## src/rtl/carfield_domain_seq_pkg.sv

```systemverilog
// Shared types and defaults for the Carfield clock-domain sequencer.
package carfield_domain_seq_pkg;

   typedef enum logic [2:0] {
      OFF       = 3'd0,
      WAIT_LOCK = 3'd1,
      CLK_ON    = 3'd2,
      RUN       = 3'd3,
      DRAIN     = 3'd4,
      ERR       = 3'd5
   } domain_state_e;

   localparam int unsigned DefaultLockTimeout   = 1024;
   localparam int unsigned DefaultRstHoldCycles = 4;

   // Domain index d of the en_i/clk_en_o/... vectors.
   typedef enum int unsigned {
      HostDomainClkIdx   = 0,
      PeriphDomainClkIdx = 1,
      AltDomainClkIdx    = 2
   } domain_idx_e;

   function automatic int unsigned max_u(input int unsigned a, input int unsigned b);
      return (a > b) ? a : b;
   endfunction

endpackage

```

## src/rtl/carfield_domain_seq_fsm.sv

```systemverilog
// Single-domain power sequencer: lock wait, clock-on with reset held, run,
// and reset-before-gate drain. Outputs are decoded from the state register.
module carfield_domain_fsm
   import carfield_domain_seq_pkg::*;
#(
   parameter int unsigned LockTimeout   = DefaultLockTimeout,
   parameter int unsigned RstHoldCycles = DefaultRstHoldCycles
) (
   input  logic clk_i,
   input  logic rst_ni,
   input  logic pll_lock_i,
   input  logic en_i,
   output logic clk_en_o,
   output logic rst_no,
   output logic ready_o,
   output logic err_o,
   output logic lock_lost_o,
   output logic busy_o
);

   localparam int unsigned CntWidth = $clog2(max_u(LockTimeout, RstHoldCycles)) + 1;
   localparam logic [CntWidth-1:0] LockLast = CntWidth'(LockTimeout - 1);
   localparam logic [CntWidth-1:0] HoldLast = CntWidth'(RstHoldCycles - 1);
   localparam logic [CntWidth-1:0] CntOne   = CntWidth'(1);

   domain_state_e       state_q, state_d;
   logic [CntWidth-1:0] cnt_q, cnt_d;
   logic                lost_q, lost_d;

   // Next-state and counter logic; lock loss beats enable drop beats counter expiry.
   always_comb begin
      state_d = state_q;
      cnt_d   = cnt_q;
      lost_d  = 1'b0;
      unique case (state_q)
         OFF: begin
            if (en_i) begin
               state_d = WAIT_LOCK;
               cnt_d   = '0;
            end
         end
         WAIT_LOCK: begin
            if (!en_i) begin
               state_d = OFF;
               cnt_d   = '0;
            end else if (pll_lock_i) begin
               state_d = CLK_ON;
               cnt_d   = '0;
            end else if (cnt_q == LockLast) begin
               state_d = ERR;
            end else begin
               cnt_d = cnt_q + CntOne;
            end
         end
         CLK_ON: begin
            if (!pll_lock_i) begin
               state_d = WAIT_LOCK;
               cnt_d   = '0;
               lost_d  = 1'b1;
            end else if (!en_i) begin
               state_d = DRAIN;
               cnt_d   = '0;
            end else if (cnt_q == HoldLast) begin
               state_d = RUN;
               cnt_d   = '0;
            end else begin
               cnt_d = cnt_q + CntOne;
            end
         end
         RUN: begin
            if (!pll_lock_i) begin
               state_d = en_i ? WAIT_LOCK : OFF;
               cnt_d   = '0;
               lost_d  = 1'b1;
            end else if (!en_i) begin
               state_d = DRAIN;
               cnt_d   = '0;
            end
         end
         DRAIN: begin
            // A re-asserted enable is ignored here; the domain restarts from OFF.
            if (!pll_lock_i) begin
               state_d = OFF;
               cnt_d   = '0;
               lost_d  = 1'b1;
            end else if (cnt_q == HoldLast) begin
               state_d = OFF;
               cnt_d   = '0;
            end else begin
               cnt_d = cnt_q + CntOne;
            end
         end
         ERR: begin
            // Only withdrawing the enable clears a timeout; lock return does not.
            if (!en_i) begin
               state_d = OFF;
               cnt_d   = '0;
            end
         end
         default: begin
            state_d = OFF;
            cnt_d   = '0;
         end
      endcase
   end

   // State, counter and lock-lost pulse registers with synchronous active-low reset.
   always_ff @(posedge clk_i) begin
      if (!rst_ni) begin
         state_q <= OFF;
         cnt_q   <= '0;
         lost_q  <= 1'b0;
      end else begin
         state_q <= state_d;
         cnt_q   <= cnt_d;
         lost_q  <= lost_d;
      end
   end

   assign clk_en_o    = (state_q == CLK_ON) || (state_q == RUN) || (state_q == DRAIN);
   assign rst_no      = (state_q == RUN);
   assign ready_o     = (state_q == RUN);
   assign err_o       = (state_q == ERR);
   assign lock_lost_o = lost_q;
   assign busy_o      = (state_q == WAIT_LOCK) || (state_q == CLK_ON) || (state_q == DRAIN);

endmodule

```

## src/rtl/carfield_domain_seq.sv

```systemverilog
// Clock-enable / reset sequencer for NumDomains independent Carfield domains
// sharing one PLL lock.
module carfield_domain_seq
   import carfield_domain_seq_pkg::*;
#(
   parameter int unsigned NumDomains    = 3,
   parameter int unsigned LockTimeout   = DefaultLockTimeout,
   parameter int unsigned RstHoldCycles = DefaultRstHoldCycles
) (
   input  logic                  clk_i,
   input  logic                  rst_ni,
   input  logic                  pll_lock_i,
   input  logic [NumDomains-1:0] en_i,
   output logic [NumDomains-1:0] clk_en_o,
   output logic [NumDomains-1:0] rst_no,
   output logic [NumDomains-1:0] ready_o,
   output logic [NumDomains-1:0] err_o,
   output logic [NumDomains-1:0] lock_lost_o,
   output logic                  busy_o
);

   logic [NumDomains-1:0] busy;

   for (genvar d = 0; d < NumDomains; d++) begin : g_domain
      carfield_domain_fsm #(
         .LockTimeout   (LockTimeout),
         .RstHoldCycles (RstHoldCycles)
      ) i_fsm (
         .clk_i       (clk_i),
         .rst_ni      (rst_ni),
         .pll_lock_i  (pll_lock_i),
         .en_i        (en_i[d]),
         .clk_en_o    (clk_en_o[d]),
         .rst_no      (rst_no[d]),
         .ready_o     (ready_o[d]),
         .err_o       (err_o[d]),
         .lock_lost_o (lock_lost_o[d]),
         .busy_o      (busy[d])
      );

      // A domain must never leave reset without its clock running.
      a_rst_needs_clk : assert property (@(posedge clk_i) disable iff (!rst_ni)
                                         rst_no[d] |-> clk_en_o[d]);
   end

   assign busy_o = |busy;

endmodule

```

## config.mk

```make
export PLATFORM = sky130hd
export DESIGN_NAME = carfield_domain_seq
export DESIGN_NICKNAME = d
export VERILOG_FILES = /design/src/rtl/carfield_domain_seq_pkg.sv /design/src/rtl/carfield_domain_seq_fsm.sv /design/src/rtl/carfield_domain_seq.sv
export SDC_FILE = /design/constraint.sdc
export NUM_CORES = 1
export LEC_CHECK = 0
export CORE_UTILIZATION = 49
export CTS_CLUSTER_DIAMETER = 50
export DETAILED_ROUTE_END_ITERATION = 8
export PLACE_DENSITY = 0.74
export SKIP_LAST_GASP = 1
export SLEW_MARGIN = 30
export SYNTH_ARGS = -nofsm -noshare
export SYNTH_HDL_FRONTEND = slang
export SYNTH_SLANG_ARGS = --single-unit
export TNS_END_PERCENT = 1
```

## constraint.sdc

```tcl
create_clock -name clk_i -period 2.9 [get_ports clk_i]
set_input_delay 0.29 -clock clk_i [delete_from_list [all_inputs] [get_ports clk_i]]
set_output_delay 0.29 -clock clk_i [all_outputs]
set_load 0.02 [all_outputs]
```

Word-level counts from Yosys, hierarchy flattened
Cells that the tools add are included.

word-level totals
  output and inout port bits = 16
  bits of input ports = 6
  flip-flop bits (word level) = 45

cells by class
  add/subtract/negate cells = 3
  multiplexer cells = 76
  reduce and logical (&&, ||, !) cells = 28
  equal/unequal tests = 42

operator list
  cell                     count
  $mux W11                 30
  $pmux W11 S6             3
  $mux W3                  36
  $pmux W3 S6              3
  $add A11 B1 Y11 const B  3
  $eq A11 B10 Y1 const B   3
  $eq A11 B2 Y1 const B    3
  $ne A4 B3 Y1 const B     6
  $eq A3 B2 Y1 const B     6
  $eq A3 B3 Y1 const B     6
  $reduce_and A6 Y1        3
  $logic_or A1 B1 Y1       12
  $ne A2 B2 Y1 const B     6
  $ne A4 B4 Y1 const B     3
  $reduce_and A2 Y1        6
  $reduce_or A3 Y1         4
  $eq A3 B1 Y1 const B     3
  $logic_not A3 Y1         3
  $ne A3 B2 Y1 const B     3
  $ne A3 B3 Y1 const B     3
  $mux W1                  4

Longest topological paths before layout
  word-level depth = 5
  mapped depth = 8
  mapped depth without buffers = 7

Cells and area by module
From an unflattened synthesis, not the netlist that was laid out.

second synthesis, totals
  cells, all modules = 368
  area, all modules = 2,990.4 um2

modules (own cells, without submodules)
  module                                   instances  cells each  area an instance (um2)  seq. area each (um2)
  carfield_domain_fsm (g_domain[2].i_fsm)  1          127         1,019.7                 300.3
  carfield_domain_fsm (g_domain[1].i_fsm)  1          122         997.2                   300.3
  carfield_domain_fsm (g_domain[0].i_fsm)  1          118         967.2                   300.3
  carfield_domain_seq                      1          1           6.3                     0.0

Least setup slack after synthesis
OpenSTA, ideal clock, no wires.

  kind = flip-flop to flip-flop
  start = register g_domain[1].i_fsm.cnt_q[0]
  end = register g_domain[1].i_fsm.cnt_q[3]
  library setup time = 91 ps
  required time = 2,809 ps
  stages on the path, launching flop included = 8
  setup slack = 878 ps
  arrival time = 1,931 ps
  cells stage by stage = dfxtp_1 > ha_1 > and3_4 > or4b_4 > o31ai_4 > a21o_4 > o21ai_4 > a311oi_1

on the way
  word-level cells in the longest chain between the ends = 5
  elaborated cells between the ends (all ways) = 13

RTL lines
  what                                                     RTL line                                                                                     text
  start: declaration                                       carfield_domain_seq_fsm.sv:27                                                                logic [CntWidth-1:0] cnt_q, cnt_d;
  start signal: assignment                                 carfield_domain_seq_fsm.sv:115                                                               cnt_q <= cnt_d;
  $add A11 B1 Y11 / $eq A11 B2 Y1 (equally long branches)  -
  $mux W11, on equally long branches                       carfield_domain_seq_fsm.sv:63, carfield_domain_seq_fsm.sv:86, carfield_domain_seq_fsm.sv:49
  $mux W11, on equally long branches                       carfield_domain_seq_fsm.sv:60, carfield_domain_seq_fsm.sv:46
  $mux W11, on equally long branches                       carfield_domain_seq_fsm.sv:56, carfield_domain_seq_fsm.sv:43
  $pmux W11 S6                                             carfield_domain_seq_fsm.sv:35                                                                unique case (state_q)

Parallel ways exist; a longest one is shown, timed or not. The select of a mux whose other input is x is not followed.
A chain may end at the register's enable or synchronous reset.

Worst setup path in the final report
  start = register g_domain[0].i_fsm.state_q[1]
  end = output busy_o

on the way
  word-level cells in the longest chain between the ends = 4
  elaborated cells between the ends (all ways) = 6

RTL lines
  what                                                 RTL line                        text
  start: declaration                                   carfield_domain_seq_fsm.sv:26   domain_state_e state_q, state_d;
  start signal: assignment                             carfield_domain_seq_fsm.sv:114  state_q <= state_d;
  $eq A3 B1 Y1 / $eq A3 B2 Y1 (equally long branches)  carfield_domain_seq_fsm.sv:125  assign busy_o = (state_q == WAIT_LOCK) || (state_q == CLK_ON) || (state_q == DRAIN);
  $logic_or A1 B1 Y1                                   carfield_domain_seq_fsm.sv:125
  $logic_or A1 B1 Y1 (*)                               carfield_domain_seq_fsm.sv:125
  $reduce_or A3 Y1 (*)                                 carfield_domain_seq.sv:46       assign busy_o = |busy;
  end: declaration                                     carfield_domain_seq.sv:19       output logic busy_o

Mark *: on every way between the ends. The rest lies on a longest branch, timed or not.

==> results_dict.tcl <==
set metrics [dict create \
    slew_viol_final 0 \
    ys_ff_latch 45 \
    max_slew_margin_pct 51.7 \
    avgSynthCellArea_um2 7.70 \
    post-cts-setup-buffer-count 0 \
    numPlacedInstances 484 \
    place.gp.congestion 0.958 \
    final_common_cell "dfxtp_1" \
    final_cells 491 \
    reg2regPathDepth 6 \
    viasPerCell 6.17 \
    min_path_type "reg2reg" \
    drt_iter0_drc 177 \
    cp.arrival_ps 2380 \
    die_h_um 82.5 \
    endpoint "busy_o" \
    grt_usage_pct 22.8 \
    hold_ws_ps 481 \
    synthArstFlopShare_pct 0 \
    core_area_mm2 0.00610 \
    die_w_um 82.5 \
    min_period_over_period_pct 91.9 \
    layout.nets 431 \
    cts_resized 0 \
    grt_pass1_vias 2621 \
    rsz0062_at_grt "false" \
    rr_endpoint "g_domain[1].i_fsm.cnt_q[9]$_SDFFE_PN0P_" \
    grt_max_degree 24 \
    fmax_ghz 0.375 \
    max-clock-path-buffers 2 \
    io_pins 22 \
    synthFlopType "dfxtp_1" \
    cp_max_fo 10 \
    yosysSeqAreaShare_pct 28.4 \
    hold_viol_final 0 \
    grt_pass1_wl_um 12200 \
    postCtsHoldBufs 0 \
    dr.pass1.iters 5 \
    clkLatencyLatePin_ps 300 \
    cts_root_buf "clkbuf_8" \
    power.density_mw_per_mm2 406 \
    h-tree-depth 2 \
    start_kind "flop" \
    holdPathStages 2 \
    hpwl_um 5240 \
    worstPathRequired_ps 2610 \
    setup_tns_ps 0 \
    critPathKind "reg2out" \
    drv_cap 0 \
    yosys_warnings 0 \
    final_core_util_pct 56.4 \
    cts.sinks 45 \
    cp-startpoint "g_domain[0].i_fsm.state_q[1]$_SDFFE_PN0P_" \
    final_cell_mix "dfxtp_1, nand2_1, o21ai_0, nor2_1, a21oi_1" \
    r2r_slack_ps 570 \
    worstMarginPinSlew_ps 719 \
    reg2reg_from "g_domain[1].i_fsm.state_q[0]$_SDFFE_PN0P_" \
    syn_to_final_growth_pct 8.28 \
    drive_above_1_share_pct 6.73 \
    diodes 0 \
    synth_area_mm2 0.00317 \
    cts_buffers 5 \
    cts_tree "done" \
    cts.clk_slew.worst_paths_ps 80 \
    p_leak_nw 1.23 \
    drc 0 \
    filler_cell_count 554 \
    ir_worst_vdd_mv 0.210 \
    ant_nets 0 \
    skew_ps 13.3 \
    initial_utilization_pct 52.1 \
    synth_nets 427 \
    fin_crit_ps 2670 \
    vias 3030 \
    port_buffers 21 \
    antenna_found_initial 0 \
    drt-wirelength-per-cell_um 14.7 \
    rows 28 \
    yosysUniqueCellTypes 68 \
    setup_viol 0 \
    worst_setup_path_end_kind "output port" \
    wirelength_um 7240 \
    synth_edf_count 0 \
    post_synth_inst_count 412 \
    run_status "complete, no violations" \
    dieArea_mm2 0.00680 \
    grt_overflow 0 \
]
## state kept, by name, indices dropped and copies added, names as in the netlist
register,flops
g_domain.i_fsm.lock_lost_o,3
g_domain.i_fsm.cnt_q,33
g_domain.i_fsm.state_q,9
## cell usage after synthesis (7+ instances only)
cell type   n  area share [%]
and3_1     11             2.2
o21ai_0    30             4.7
nand3_1    20             3.2
ha_1        9             3.5
nor2_1     29             3.4
or3_1       7             1.4
nand2b_1    9             1.8
nor2b_1     7             1.4
a21boi_0    7             1.7
buf_4      15             3.5
dfxtp_1    45              28
nor3_1     10             1.6
and2_1      8             1.6
inv_1      14             1.7
clkbuf_1    9             1.1
nand2_1    40             4.7
nor4_1      8             1.6
a21oi_1    29             4.6
## critical path, stage by stage, from the launching register on
cell             delay, ps
dfxtp_1                520
and2b_1                270
o21bai_1               180
o221ai_1               120
or4_1                  420
clkdlybuf4s50_1        550
## kinds of logic (layout without fill, tap and decap cells)
family	count (synthesis)	count (layout)	share of synthesized area (%)
buf+inv	45	49	7.33
compound gates	121	121	26.9
xor+xnor	1	1	0.276
fa+ha+maj	9	9	3.55
flops	45	45	28.4
mux	2	2	0.670
simple gates	189	189	32.9
## routing by layer
metal | up-vias | GRT usage (%) | share of wire (%)
met2 | 98 | 35.7 | 43
met5 | - | 0 | 0
met1 | 1404 | 32.1 | 51
li1 | 1522 | - | -
met4 | 0 | 6.84 | 1.1
met3 | 6 | 3.52 | 4.9
## worst min-delay path by stage
stage / from / end / slack [ps]
final: g_domain[1].i_fsm.cnt_q[10]$_SDFFE_PN0P_ / g_domain[1].i_fsm.cnt_q[10]$_SDFFE_PN0P_ / 480
after global routing: g_domain[1].i_fsm.cnt_q[10]$_SDFFE_PN0P_ / g_domain[1].i_fsm.cnt_q[10]$_SDFFE_PN0P_ / 520
after CTS: g_domain[1].i_fsm.cnt_q[10]$_SDFFE_PN0P_ / g_domain[1].i_fsm.cnt_q[10]$_SDFFE_PN0P_ / 480
after detailed placement: g_domain[1].i_fsm.cnt_q[10]$_SDFFE_PN0P_ / g_domain[1].i_fsm.cnt_q[10]$_SDFFE_PN0P_ / 470
after global placement: g_domain[1].i_fsm.cnt_q[10]$_SDFFE_PN0P_ / g_domain[1].i_fsm.cnt_q[10]$_SDFFE_PN0P_ / 460
after floorplan: g_domain[1].i_fsm.cnt_q[10]$_SDFFE_PN0P_ / g_domain[1].i_fsm.cnt_q[10]$_SDFFE_PN0P_ / 450
## stage by stage
| stage | instance area, um2 | total power, W | setup WS (ps) |
|---|---|---|---|
| after floorplan | 3170 | 0.000910 | 878 |
| after global placement | 3350 | 0.000997 | 471 |
| after detailed placement | 3350 | 0.00100 | 464 |
| after CTS | 3440 | 0.00140 | 244 |
| after global routing | 3440 | 0.00146 | 137 |
| final | 3440 | 0.00140 | 235 |
## layout make-up
cell class	instances	area (um2)	share of cell area (%)
Tap cell	75	93.8	2.73
Inverter	14	52.6	1.53
Multi-Input combinational cell	322	2040	59.4
Sequential cell	45	901	26.2
Timing Repair Buffer	28	263	7.64
Clock buffer	7	86.3	2.51
## power breakdown
part	switching, W	internal [W]	leakage, nW	total (W)
clock	0.000212	0.000190	0.0443	0.000402
combinational	0.000207	0.000130	0.823	0.000337
sequential	0.0000261	0.000631	0.363	0.000657
No activity file was read; power rests on OpenSTA's default activity.
